**src/rtl/mem_access_unit.sv**
```systemverilog
// Data-memory initiator: one load/store at a time, with loads done as a single read
// and unaligned stores done as a two-word read-modify-write.
module mem_access_unit #(
   parameter int BIT_NUMBER  = 8,
   parameter int MEM_VOL     = 1024,
   parameter int ADDR_OFFSET = 1024
) (
   input  logic                    clk,
   input  logic                    rst,
   input  logic                    req_valid,
   input  logic                    req_write,
   input  logic [31:0]             req_addr,
   input  logic [4*BIT_NUMBER-1:0] req_wdata,
   output logic                    req_ready,
   output logic                    resp_valid,
   output logic [4*BIT_NUMBER-1:0] resp_rdata,
   output logic                    resp_err,
   output logic [31:0]             mem_addr,
   output logic [4*BIT_NUMBER-1:0] mem_value,
   output logic                    mem_w_en,
   output logic                    mem_r_en,
   input  logic [4*BIT_NUMBER-1:0] mem_rdata
);
   localparam int W = 4 * BIT_NUMBER;
   localparam logic [32:0] LIMIT = 33'(4 * MEM_VOL);

   typedef enum logic [2:0] {
      S_IDLE  = 3'd0,
      S_LOAD  = 3'd1,
      S_ST    = 3'd2,
      S_RD_LO = 3'd3,
      S_RD_HI = 3'd4,
      S_WR_LO = 3'd5,
      S_WR_HI = 3'd6,
      S_ERR   = 3'd7
   } state_t;

   state_t         state_q;
   logic [31:0]    off_q;
   logic [W-1:0]   wdata_q;
   logic [W-1:0]   lo_q;
   logic [W-1:0]   hi_q;
   logic           resp_valid_q;
   logic [W-1:0]   resp_rdata_q;
   logic           resp_err_q;

   logic [31:0]    off_s;
   logic [31:0]    a0_s;
   logic           unal_s;
   logic           in_range_s;
   logic [31:0]    cur_a0_s;
   logic [2*W-1:0] win_s;

   // Decode the incoming address; 33-bit sums keep wrapped offsets from passing the bound.
   always_comb begin
      off_s  = req_addr - 32'(ADDR_OFFSET);
      a0_s   = {off_s[31:2], 2'b00};
      unal_s = (off_s[1:0] != 2'b00);
      if (req_write && unal_s) begin
         in_range_s = (({1'b0, a0_s} + 33'd7) < LIMIT);
      end else begin
         in_range_s = (({1'b0, off_s} + 33'd3) < LIMIT);
      end
   end

   // Merge store data into the two-word window read back during RD_LO/RD_HI.
   always_comb begin
      cur_a0_s = {off_q[31:2], 2'b00};
      win_s    = {hi_q, lo_q};
      win_s[int'(off_q[1:0]) * BIT_NUMBER +: W] = wdata_q;
   end

   // Control FSM with captured request fields and registered response.
   always_ff @(posedge clk or posedge rst) begin
      if (rst) begin
         state_q      <= S_IDLE;
         off_q        <= 32'd0;
         wdata_q      <= '0;
         lo_q         <= '0;
         hi_q         <= '0;
         resp_valid_q <= 1'b0;
         resp_rdata_q <= '0;
         resp_err_q   <= 1'b0;
      end else begin
         resp_valid_q <= 1'b0;
         case (state_q)
            S_IDLE: begin
               if (req_valid) begin
                  off_q   <= off_s;
                  wdata_q <= req_wdata;
                  if (!in_range_s) begin
                     state_q <= S_ERR;
                  end else if (!req_write) begin
                     state_q <= S_LOAD;
                  end else if (unal_s) begin
                     state_q <= S_RD_LO;
                  end else begin
                     state_q <= S_ST;
                  end
               end else begin
                  state_q <= S_IDLE;
               end
            end
            S_LOAD: begin
               resp_valid_q <= 1'b1;
               resp_rdata_q <= mem_rdata;
               resp_err_q   <= 1'b0;
               state_q      <= S_IDLE;
            end
            S_ST, S_WR_HI: begin
               resp_valid_q <= 1'b1;
               resp_rdata_q <= '0;
               resp_err_q   <= 1'b0;
               state_q      <= S_IDLE;
            end
            S_ERR: begin
               resp_valid_q <= 1'b1;
               resp_rdata_q <= '0;
               resp_err_q   <= 1'b1;
               state_q      <= S_IDLE;
            end
            S_RD_LO: begin
               lo_q    <= mem_rdata;
               state_q <= S_RD_HI;
            end
            S_RD_HI: begin
               hi_q    <= mem_rdata;
               state_q <= S_WR_LO;
            end
            S_WR_LO: begin
               state_q <= S_WR_HI;
            end
            default: begin
               state_q <= S_IDLE;
            end
         endcase
      end
   end

   // Memory port drive, decoded from the current state.
   always_comb begin
      mem_addr  = 32'd0;
      mem_value = '0;
      mem_w_en  = 1'b0;
      mem_r_en  = 1'b0;
      case (state_q)
         S_LOAD: begin
            mem_r_en = 1'b1;
            mem_addr = off_q;
         end
         S_ST: begin
            mem_w_en  = 1'b1;
            mem_addr  = cur_a0_s;
            mem_value = wdata_q;
         end
         S_RD_LO: begin
            mem_r_en = 1'b1;
            mem_addr = cur_a0_s;
         end
         S_RD_HI: begin
            mem_r_en = 1'b1;
            mem_addr = cur_a0_s + 32'd4;
         end
         S_WR_LO: begin
            mem_w_en  = 1'b1;
            mem_addr  = cur_a0_s;
            mem_value = win_s[W-1:0];
         end
         S_WR_HI: begin
            mem_w_en  = 1'b1;
            mem_addr  = cur_a0_s + 32'd4;
            mem_value = win_s[2*W-1:W];
         end
         default: begin
            mem_addr = 32'd0;
         end
      endcase
   end

   assign req_ready  = (state_q == S_IDLE);
   assign resp_valid = resp_valid_q;
   assign resp_rdata = resp_rdata_q;
   assign resp_err   = resp_err_q;

endmodule

```
**config.mk**
```make
export PLATFORM = sky130hd
export DESIGN_NAME = mem_access_unit
export DESIGN_NICKNAME = d
export VERILOG_FILES = /design/src/rtl/mem_access_unit.sv
export SDC_FILE = /design/constraint.sdc
export NUM_CORES = 1
export LEC_CHECK = 0
export ABC_CLOCK_PERIOD_IN_PS = 16300
export CORE_MARGIN = 5
export CORE_UTILIZATION = 55
export CTS_CLUSTER_DIAMETER = 200
export DETAILED_ROUTE_END_ITERATION = 8
export PLACE_DENSITY = 0.83
export SETUP_SLACK_MARGIN = 0.2
export SLEW_MARGIN = 0
export SYNTH_ARGS = -nofsm -noshare
export SYNTH_HDL_FRONTEND = slang
export SYNTH_SLANG_ARGS = --single-unit
```
**constraint.sdc**
```tcl
create_clock -name clk -period 16.3 [get_ports clk]
set_clock_uncertainty 0.15 [all_clocks]
set_input_delay 4.075 -clock clk [delete_from_list [all_inputs] [get_ports clk]]
set_output_delay 4.075 -clock clk [all_outputs]
set_load 0.005 [all_outputs]
```
## Word-level counts from Yosys, hierarchy flattened

Index checks and enable logic that the tools add are counted.
Widths: inputs -> output; s select.

- Register bits: 165
- Bits in latches: 0
- Memory bits (writable): 0
- ROM bits: 0
- Memories: 0

- Add/sub/neg operators: 5
- Multipliers: 0
- Divide/modulo/power cells: 0
- Magnitude comparators: 2
- Eq/ne operators: 7
- Shift operators: 2
- Mux-type cells: 14
- Bitwise operators: 0
- Reductions and logical operators: 13

Operators by type and width:

| kind | count |
|---|---|
| $pmux 32 s3 | 2 |
| $lt 33x13->1 const B | 2 |
| $bwmux 64 | 1 |
| $pmux 32 s2 | 1 |
| $shift 32x33->64 const A | 1 |
| $shiftx 32x33->64 | 1 |
| $add 32x2->33 const B | 1 |
| $add 32x3->33 const B | 1 |
| $neg 5->33 | 1 |
| $add 32x3->32 const B | 1 |
| $sub 32x11->32 const B | 1 |
| $pmux 3 s5 | 1 |
| $reduce_or 3->1 | 5 |
| $eq 3x3->1 const B | 4 |
| $eq 3x2->1 const B | 2 |
| $mux 3 | 2 |
| $reduce_bool 2->1 | 3 |
| $mux 1 | 5 |
| $reduce_or 4->1 | 1 |
| $eq 3x1->1 const B | 1 |
| $logic_not 3->1 | 1 |
| $mux 2 | 1 |
| $pmux 1 s2 | 1 |
| $reduce_and 2->1 | 1 |
| 2 further kinds | 2 |

## Longest topological paths before layout

Gate-level depths: netlist of run 1.

- Word-level depth: 7
- Depth in mapped cells: 14
- Gate-level depth less buffers: 12

## Worst setup path after synthesis of run 1

OpenSTA, ideal clock, no wires.

- Kind: in2reg
- From: in req_addr[10]
- To: reg state_q[2]
- Setup time: 0.121 ns
- Data arrival time: 7.235 ns
- Data required time: 16.029 ns
- Path slack: 8.794 ns
- Stages on the path: 14
- Path buffers: 2
- Cell sequence: buf_6 > inv_1 > ha_1 > buf_2 > nor4b_4 > nand3_1 > nor3_1 > xnor2_1 > a21oi_2 > or4_4 > nor4_4 > o2111ai_1 > o31a_1 > o22a_1

- Longest elaborated chain between the ends: 7
- Elaborated cells on any way between the ends: 9

RTL lines:

| element | line | RTL |
|---|---|---|
| from (decl) | 12 | `input logic [31:0] req_addr,` |
| $sub 32x11->32 (*) | 56 | `off_s = req_addr - 32'(ADDR_OFFSET);` |
| via off_s[10] | 47 | `logic [31:0] off_s;` |
| $add 32x2->33 or $add 32x3->33 (tied branches) | 62, 60 |  |
| $lt 33x13->1, on equally long branches | 62, 60 |  |
| $mux 1 (*) | 59 | `if (req_write && unal_s) begin` |
| $mux 3 (*) | 91 | `if (!in_range_s) begin` |
| $mux 3 (*) | 88 | `if (req_valid) begin` |
| $pmux 3 s5 (*) | 86 | `case (state_q)` |
| to (signal assigned) | 92 | `state_q <= S_ERR;` |
| to (signal assigned) | 94 | `state_q <= S_LOAD;` |
| to (signal assigned) | 96 | `state_q <= S_RD_LO;` |
| to (decl) | 38 | `state_t state_q;` |

Mark *: on every way through the listed nets, which the timed path passes. The rest lies on a longest branch.
A chain may end at the register's enable or synchronous reset.

## Worst setup path after layout of run 1

- From: reg off_q[0]
- To: out mem_value[13]

- Longest elaborated chain between the ends: 4
- Elaborated cells on any way between the ends: 5

RTL lines:

| element | line | RTL |
|---|---|---|
| from (decl) | 39 | `logic [31:0] off_q;` |
| from (signal assigned) | 89 | `off_q <= off_s;` |
| $neg 5->33 (*) | 70 | `win_s[int'(off_q[1:0]) * BIT_NUMBER +: W] = wdata_q;` |
| $shiftx 32x33->64 or $shift 32x33->64 (tied branches) | 70 |  |
| $bwmux 64 (*) | 70 |  |
| $pmux 32 s3 (*) | 146 | `case (state_q)` |
| to (decl) | 19 | `output logic [4*BIT_NUMBER-1:0] mem_value,` |

Mark *: on every way between the ends. The rest lies on a longest branch, timed or not.

==> results of run 1 <==
-- cell families after synthesis --
family,count (synthesis),synth area share [%]
AO/OA/AOI/OAI,371,22.2
multiplexers,94,9.44
AND/OR/NAND/NOR,492,21.7
adder cells (fa/ha/maj),8,0.924
buffers and inverters,112,4.24
XOR/XNOR,40,3.30
flip-flops,165,38.1
-- per-stage QoR --
stage          instance area, sq um  std cells  setup WS [ns]  util (%)  hold WS (ns)
6_report                      13500       1702           7.08      69.6         0.349
3_5_place_dp                  12900       1669           7.74      66.5         0.332
3_3_place_gp                  12900       1669           7.81      66.5         0.331
2_1_floorplan                 10800       1282           7.61         -         0.310
5_1_grt                       13500       1702           6.85      69.6         0.359
4_1_cts                       13500       1701           7.28      69.6         0.353
-- registers in the layout, summed over array words and instances, names as in the netlist --
register    flops
hi_q           32
lo_q           32
off_q          32
resp_rdata     32
wdata_q        32
state_q         3
resp_err        1
resp_valid      1
-- how the worst min path moves through the flow --
stage	slack [ns]	start	end	cells after the start
2_1_floorplan	0.31	off_q[31]	off_q[31]	2
3_3_place_gp	0.33	resp_rdata[5]	resp_rdata[5]	1
3_5_place_dp	0.33	resp_rdata[10]	resp_rdata[10]	1
4_1_cts	0.35	resp_rdata[17]	resp_rdata[17]	1
5_1_grt	0.36	resp_rdata[10]	resp_rdata[10]	1
6_report	0.35	resp_rdata[17]	resp_rdata[17]	1
-- layout make-up --
class                           count  share of cell area (%)
Multi-Input combinational cell   1005                    46.4
Sequential cell                   165                    30.6
Timing Repair Buffer              212                    15.5
Clock buffer                       18                    3.25
Tap cell                          265                    2.46
Clock inverter                     14                    1.17
Inverter                           22                   0.649
Antenna cell                        1                  0.0185
-- layer usage --
metal  GRT usage (%)  vias to the layer above  wire length [microns]
met2            48.5                      591                  16500
met3            7.01                      104                   3510
met5               0                        -                      0
li1                -                     4934                      -
met1            42.7                     5243                  14800
met4            10.9                        0                   1330
-- power breakdown --
part           leakage (nW)  total (mW)  internal, mW  switching [mW]
Sequential             2.03       0.837         0.612           0.225
Clock                 0.297       0.408         0.223           0.186
Combinational          3.09        1.40         0.651           0.754
-- layout by cell type (no fill, tap or decap), types with 8 or more instances in the layout --
cell | synthesis | layout
a22o_1 | 44 | 44
mux2i_1 | 29 | 29
xor2_1 | 14 | 14
a22oi_1 | 37 | 37
clkbuf_16 | 0 | 17
inv_1 | 20 | 19
clkdlybuf4s50_1 | 0 | 200
mux2_2 | 65 | 65
nor2_1 | 104 | 102
a21oi_1 | 55 | 55
xnor2_1 | 25 | 24
ha_1 | 8 | 8
nand4_1 | 13 | 13
dfrtp_1 | 165 | 165
buf_4 | 3 | 12
nor3_1 | 22 | 22
nor4_1 | 14 | 14
nor2b_1 | 8 | 8
o21ai_0 | 129 | 128
a211oi_1 | 8 | 8
and3_1 | 10 | 10
nand2_1 | 233 | 232
o31ai_1 | 8 | 8
a221oi_1 | 13 | 13
a31oi_1 | 19 | 19
nand3_1 | 25 | 25
o22ai_1 | 24 | 24
-- worst register-to-register path, delay by kind of cell, from the launching register on --
kind,cells,cell delay (ns)
and+or+nand+nor,6,2.38
AOI/OAI and AO/OA,2,0.51
DFF,1,0.88
==> results.md, run 1 <==
- F_max: 108 MHz
- Vias in the first global route: 10100
- HP Class: flip-flop to flip-flop
- Seq/Total Area, Yosys: 38.1%
- Grt total ovfl: 0
- Max Cap Viol: 0
- Top cells by area, synth: dfrtp_1 38%, nand2_1 8.1%, mux2_2 6.8%
- Ys flop type: dfrtp_1
- Initial core utilization: 55.8%
- Critical path depth in cells: 10
- Relative slew slack: 21.9%
- Final setup viols: 0
- Die Height: 150 microns
- Power density cells: 196 nW/um^2
- H-tree levels: 4
- R2r setup slk: 12.26 ns
- Clk sinks: 165
- Largest net degree at the start of global routing: 92
- CTS tree: done
- Vias per cell: 6.39
- Most frequent CP cell: buf_4
- Most common cell in the netlist: nand2_1
- Post-Syn Nets: 1390
- Final Max Slew Viols: 0
- Crit path capture: mem_value[13]
- # nets final: 1531
- Crit path launch: off_q[0]
- Gr usage total: 31.0%
- RSZ-0062 raised after global routing: false
- DRT Pass-1 Iters: 6
- Total power: 2.65 mW
- DR vias: 10900
- Root buf cell: clkbuf_16
- Die area: 22600 sq um
- Post-CTS Setup Inserts: 0
- Netlist Area Pre-Place: 10800 sq um
- Total Routed Length: 36100 microns
- Clock buffer depth: 2
- Area growth syn-to-layout: 24.7%
- Cells after Synth: 1282
- Fin Setup TNS: 0 ns
- Bufs and invs on worst path: 4
- 1st-iter DRT viols: 1246
- Wire per inst: 21.2 microns
- Crit Path Max Fanout: 53
- Most frequent cells after synthesis: 233 x nand2_1, 165 x dfrtp_1, 129 x o21ai_0
- DP HPWL: 26300 microns
- Worst r2r src: state_q[2]
- Largest area contributor in the netlist: dfrtp_1
- Post-synth EDFFs: 0
- Core Rows: 51
- Routed Antenna Nets: 0
- Worst skew pair latency: 0.43 ns
- Port Buf Inserts: 200
- LEAKAGE: 5.42 nW
- Crit path required time: 12.08 ns
- Status: completed
- Post_cts resized: 0
- Crit-path cells: buf_4 -> clkinv_1 -> ha_1 -> buf_4 -> nor2b_1 -> nor3b_1 -> a221oi_1 -> o22ai_1 -> a22o_1 -> clkdlybuf4s50_1
- Cts bufs inserted: 17
- Period utilisation layout: 56.6%
- Chip Width: 150 microns
- Initial antenna violation count: 1
- Core Area: 19400 sq um
- CP Launch Type: flip-flop
- Min Tclk post-route: 9.22 ns
- Reg2reg path depth: 8
- Fillcell total: 1568
- Yosys reg bits: 165
- Peak VDD IR: 143 uV
- Post-synth top area share: 38.1%
- Critical setup path kind: flip-flop to output pin
- Mean post-synth cell area: 8.45 sq um
- Worst-Margin Slew: 1.16 ns
- Placer Congestion: 0.987
- Worst path max stage delay: 0.83 ns
- Hold buffer count at CTS: 0
- Synth warnings: 0
- CP top delay family: buffers and inverters
- IO Count: 201
- Crit-path slowest cell: nor3b_1
- Critical Path End Type: output pin
- Hold Violations, Final: 0
- Ys async rst share: 100%
- First-pass GRT wire length: 55400 microns
- Register cell area after layout: 4130 sq um
- WP data arrival: 5.00 ns
- Multi-input combinational cell area: 6260 sq um
- Worst R2R End: state_q[2]
- Worst-path clk slew: 0.07 ns
- Residual DRC: 0
- Layout cells sized above 1: 10.2%
- Unique masters post-synth: 75
Note: power is estimated with default switching activity, not from simulation.
==> run 2, diff against run 1 <==
ABC_CLOCK_PERIOD_IN_PS = 9250   (was 16300)
CORE_UTILIZATION = 54   (was 55)
PLACE_DENSITY = 0.82   (was 0.83)
clock period = 9.25 ns   (was 16.3 ns; I/O delays follow)
==> run 2 against run 1 <==
Net effect: first-iteration DRC count decreased by 16%; register-to-register slack worse by 7.1 ns; flip-flop and latch count unchanged; combinational power grew 77%; critical path depth stayed put; non-clock buffer count did not move; critical path type unchanged.
==> results.md, run 2 (same netlist as run 1, synthesis figures left out) <==
- Wire per inst: 21.8 microns (was 21.2 microns)
- Gr usage total: 32.2% (was 31.0%)
- Crit path required time: 6.79 ns (was 12.08 ns)
- Total Routed Length: 37200 microns (was 36100 microns)
- Routed Antenna Nets: 0 (unchanged)
- Port Buf Inserts: 200 (unchanged)
- Place WS: 2.38 ns (was 7.74 ns)
- IO Count: 201 (unchanged)
- Commonest non-fill, non-tap cell in the layout: nand2_1 (unchanged)
- LEAKAGE: 5.41 nW (was 5.42 nW)
- Root buf cell: clkbuf_16 (unchanged)
- DRT Pass-1 Iters: 5 (was 6)
- DP HPWL: 27200 microns (was 26300 microns)
- Final setup viols: 0 (unchanged)
- Vias per cell: 6.33 (was 6.39)
- Clk sinks: 165 (unchanged)
- HP Class: flip-flop to flip-flop (unchanged)
- Reg power frac: 31.7% (was 31.6%)
- Clock buffer depth: 2 (unchanged)
- Max Cap Viol: 0 (unchanged)
- Grt total ovfl: 0 (unchanged)
- Fin Setup TNS: 0 ns (unchanged)
- Total power: 4.67 mW (was 2.65 mW)
- Hold Violations, Final: 0 (unchanged)
- 1st-iter DRT viols: 1052 (was 1246)
- Initial antenna violation count: 0 (was 1)
- CP Launch Type: flip-flop (unchanged)
- Worst skew pair latency: 0.43 ns (about the same)
- Switching Share: 44.5% (was 44.0%)
- Core Rows: 51 (unchanged)
- Layout cells sized above 1: 10.2% (unchanged)
- DP Area: 12900 sq um (unchanged)
- Final Max Slew Viols: 0 (unchanged)
- Area growth syn-to-layout: 24.6% (was 24.7%)
- DR vias: 10800 (was 10900)
- Post-CTS Setup Inserts: 0 (unchanged)
- Crit Path Max Fanout: 53 (unchanged)
- Chip Width: 152 microns (was 150 microns)
- Status: completed (unchanged)
- Fin cells: 1701 (was 1702)
- Peak VDD IR: 169 uV (was 143 uV)
- Die area: 23000 sq um (was 22600 sq um)
- Vias in the first global route: 10200 (was 10100)
- Antenna cells: 0 (was 1)
- CTS tree: done (unchanged)
- Critical setup path kind: flip-flop to output pin (unchanged)
- Worst-Margin Slew: 1.20 ns (was 1.16 ns)
- Power density cells: 346 nW/um^2 (was 196 nW/um^2)
- RSZ-0062 raised after global routing: false (unchanged)
- Fillcell total: 1615 (was 1568)
- Critical Path End Type: output pin (unchanged)
- Comb pwr share: 53.1% (was 53.0%)
- Placed insts: 1669 (unchanged)
- Period utilisation layout: 81.3%
- Commonest cells after routing, fill and taps aside: 232 x nand2_1, 200 x clkdlybuf4s50_1, 165 x dfrtp_1, 128 x o21ai_0, 102 x nor2_1 (unchanged)
- WP data arrival: 5.06 ns (was 5.00 ns)
- Finished Cell Area: 13500 sq um (about the same)
- Largest net degree at the start of global routing: 95 (was 92)
- Cts bufs inserted: 17 (unchanged)
- Sw Pwr: 2.08 mW (was 1.17 mW)
- Initial core utilization: 55.3% (was 55.8%)
- Core Area: 19600 sq um (was 19400 sq um)
- First-pass GRT wire length: 57600 microns (was 55400 microns)
- Clk pwr share: 15.2% (was 15.4%)
- Die Height: 152 microns (was 150 microns)
- Fin worst setup slack: 1.73 ns (was 7.08 ns)
- Internal power: 2.59 mW (was 1.48 mW)
- Residual DRC: 0 (unchanged)
- Worst-path clk slew: 0.07 ns (about the same)
- Placer Congestion: 0.983 (was 0.987)
- Hold buffer count at CTS: 0 (unchanged)
- F_max: 133 MHz
- Relative slew slack: 19.5% (was 21.9%)
- Post_cts resized: 0 (unchanged)
- H-tree levels: 4 (unchanged)
- # nets final: 1531 (unchanged)
- Min Tclk post-route: 7.52 ns
-- run 2: cell types whose count changed in the layout (fill, tap and decap cells not counted), sizes merged --
cell,before,now
bufinv,1,0
clkinv,5,3
clkinvlp,0,1
diode,1,0
inv,30,32
-- run 2: worst max-delay path, stage by stage, from the launching register on --
cell and delay (ns):
dfrtp_1 0.33, buf_4 0.41, clkinv_1 0.40, ha_1 0.40, buf_4 0.44, nor2b_1 0.61
nor3b_1 0.88, a221oi_1 0.17, o22ai_1 0.27, a22o_1 0.18, clkdlybuf4s50_1 0.51
-- run 2: per-layer routing --
layer  wire length (microns)  global-route usage [%]  share of wire, %
met5                       0                       0                 0
met4                    1330                    11.9               3.6
met3                    3390                    6.25               9.1
met2                   17200                    51.4                46
met1                   15200                    43.8                41
-- run 2: per-stage QoR --
stage | utilization [%] | hold WS [ns]
6_report | 68.9 | 0.353
5_1_grt | 68.9 | 0.364
4_1_cts | 68.9 | 0.356
3_5_place_dp | 65.9 | 0.332
3_3_place_gp | 65.9 | 0.330
2_1_floorplan | - | 0.310
-- run 2: area by class of cell --
cell class / count / area [sq um] / area share (%)
Clock buffer: 18 / 439 / 3.26
Clock inverter: 14 / 149 / 1.10
Inverter: 22 / 87.6 / 0.649
Multi-Input combinational cell: 1005 / 6260 / 46.4
Sequential cell: 165 / 4130 / 30.6
Tap cell: 265 / 332 / 2.46
Timing Repair Buffer: 212 / 2090 / 15.5
-- run 2: power groups by stage --
stage	registers, mW	clock network, mW	logic [mW]
after floorplan	1.31	0	1.53
after global placement	1.45	0	2.38
after detailed placement	1.47	0	2.43
after CTS	1.46	0.716	2.46
after global routing	1.51	0.748	2.71
final	1.48	0.709	2.48
-- run 2: worst paths after layout --
kind | start | end | slack (ns) | cells past startpoint
max reg2reg | state_q[2] | state_q[2] | 5.16 | 8
min reg2reg | resp_rdata[3] | resp_rdata[3] | 0.35 | 1
max in group asynchronous | rst | wdata_q[13] | 5.24 | 3
min in group asynchronous | rst | resp_rdata[5] | 2.27 | 2
max | off_q[0] | mem_value[12] | 1.73 | 10
min | resp_rdata[3] | resp_rdata[3] | 0.35 | 1
==> run 3, diff against run 2 <==
ABC_CLOCK_PERIOD_IN_PS = 6700   (was 9250)
CORE_UTILIZATION = 48   (was 54)
PLACE_DENSITY = 0.77   (was 0.82)
clock period = 6.7 ns   (was 9.25 ns; I/O delays follow)
==> run 3 against run 2 <==
Net effect: worst setup slack got worse by 0.93 ns; highest routed layer unchanged; global-route usage decreased by 4.7 points; critical path depth down 2; critical path type unchanged.
==> results.md, run 3 (same netlist as run 1, synthesis figures left out) <==
- Status: completed (unchanged)
- Chip Width: 160 microns (was 152 microns)
- # nets final: 1536 (was 1531)
- Min Tclk post-route: 5.90 ns
- Routed Antenna Nets: 0 (unchanged)
- Die Height: 160 microns (was 152 microns)
- Worst-path clk slew: 0.07 ns (about the same)
- Worst-Margin Slew: 1.18 ns (was 1.20 ns)
- DR vias: 10700 (was 10800)
- Crit Path Max Fanout: 11 (was 53)
- WHS: 0.350 ns (was 0.353 ns)
- Relative slew slack: 21.0% (was 19.5%)
- Layout cells sized above 1: 10.5% (was 10.2%)
- Commonest non-fill, non-tap cell in the layout: nand2_1 (unchanged)
- Crit path required time: 4.88 ns (was 6.79 ns)
- RSZ-0062 raised after global routing: false (unchanged)
- DP HPWL: 26500 microns (was 27200 microns)
- Total Routed Length: 36200 microns (was 37200 microns)
- LEAKAGE: 5.47 nW (was 5.41 nW)
- Hold buffer count at CTS: 0 (unchanged)
- Commonest cells after routing, fill and taps aside: 232 x nand2_1, 200 x clkdlybuf4s50_1, 165 x dfrtp_1, 128 x o21ai_0, 102 x nor2_1 (unchanged)
- Grt total ovfl: 0 (unchanged)
- Total power: 6.51 mW (was 4.67 mW)
- H-tree levels: 4 (unchanged)
- Power density cells: 478 nW/um^2 (was 346 nW/um^2)
- Placer Congestion: 0.949 (was 0.983)
- Gr usage total: 27.5% (was 32.2%)
- Initial core utilization: 48.3% (was 55.3%)
- CP Launch Type: flip-flop (unchanged)
- Residual DRC: 0 (unchanged)
- Vias per cell: 6.17 (was 6.33)
- Cts bufs inserted: 17 (unchanged)
- 1st-iter DRT viols: 1220 (was 1052)
- DRT Pass-1 Iters: 6 (was 5)
- IO Count: 201 (unchanged)
- Fin worst setup slack: 0.797 ns (was 1.73 ns)
- Critical setup path kind: flip-flop to output pin (unchanged)
- Wire per inst: 21.0 microns (was 21.8 microns)
- Peak VDD IR: 319 uV (was 169 uV)
- Worst skew pair latency: 0.43 ns (about the same)
- Place WS: 0.549 ns (was 2.38 ns)
- Fin Setup TNS: 0 ns (unchanged)
- Finished Cell Area: 13600 sq um (was 13500 sq um)
- Max Cap Viol: 0 (unchanged)
- Clk sinks: 165 (unchanged)
- DP Area: 13000 sq um (was 12900 sq um)
- Hold Violations, Final: 0 (unchanged)
- HP Class: flip-flop to flip-flop (unchanged)
- Final setup viols: 0 (unchanged)
- Clock buffer depth: 2 (unchanged)
- WP data arrival: 4.08 ns (was 5.06 ns)
- F_max: 169 MHz
- Post_cts resized: 0 (unchanged)
- Root buf cell: clkbuf_16 (unchanged)
- Final Max Slew Viols: 0 (unchanged)
- Period utilisation layout: 88.1%
- Core Rows: 55 (was 51)
- Port Buf Inserts: 200 (unchanged)
- Core Area: 22400 sq um (was 19600 sq um)
- Fillcell total: 1963 (was 1615)
- Post-CTS Setup Inserts: 0 (unchanged)
- Largest net degree at the start of global routing: 82 (was 95)
- CTS tree: done (unchanged)
- Critical Path End Type: output pin (unchanged)
- Vias in the first global route: 10200 (about the same)
- First-pass GRT wire length: 57500 microns (was 57600 microns)
- Initial antenna violation count: 2 (was 0)
- Die area: 25700 sq um (was 23000 sq um)
- Area growth syn-to-layout: 25.6% (was 24.6%)
[run 3: layer usage]
layer | GRT usage, % | share of wire [%]
met3 | 4.98 | 8.6
met5 | 0 | 0
met4 | 8.13 | 2.3
met2 | 43.3 | 46
met1 | 39.0 | 43
[run 3: area by class of cell]
type                       instances  area, sq um  area share (%)
multi-input combinational       1005         6260            46.0
sequential                       165         4130            30.4
timing repair buffer             217         2130            15.7
clock buffer                      17          425            3.13
tap                              285          357            2.62
clock inverter                    15          210            1.55
inverter                          22         87.6           0.644
antenna                            2         5.00          0.0368
[run 3: worst paths after layout]
check,start,end,slack [ns],cells past startpoint
worst max-delay path,off_q[0],mem_value[12],0.80,8
worst min-delay path,off_q[31],off_q[31],0.35,2
worst min register to register,off_q[31],off_q[31],0.35,2
worst max register to register,state_q[2],state_q[2],2.65,8
min in group asynchronous,rst,resp_valid,1.49,2
max in group asynchronous,rst,hi_q[29],3.78,3
[run 3: power by group]
group	internal [mW]	total [mW]	switching, mW	leakage, nW
sequential	1.49	2.03	0.538	2.03
combinational	1.59	3.42	1.83	3.12
clock	0.606	1.06	0.454	0.312
total	3.68	6.51	2.82	5.47
[run 3: through the flow]
step / std cells / util [%]
2_1_floorplan: 1282 / -
3_3_place_gp: 1694 / 57.8
3_5_place_dp: 1694 / 57.8
4_1_cts: 1726 / 60.6
5_1_grt: 1728 / 60.6
6_report: 1728 / 60.6
[run 3: worst max-delay path, cell delays in order, from the launching register on]
cell and delay [ns]:
dfrtp_1 0.36, clkinv_1 0.28, ha_1 0.42, nor2b_1 0.58, nor3b_1 0.88, a221oi_1 0.17
o22ai_1 0.22, a22o_1 0.21, clkdlybuf4s50_1 0.52
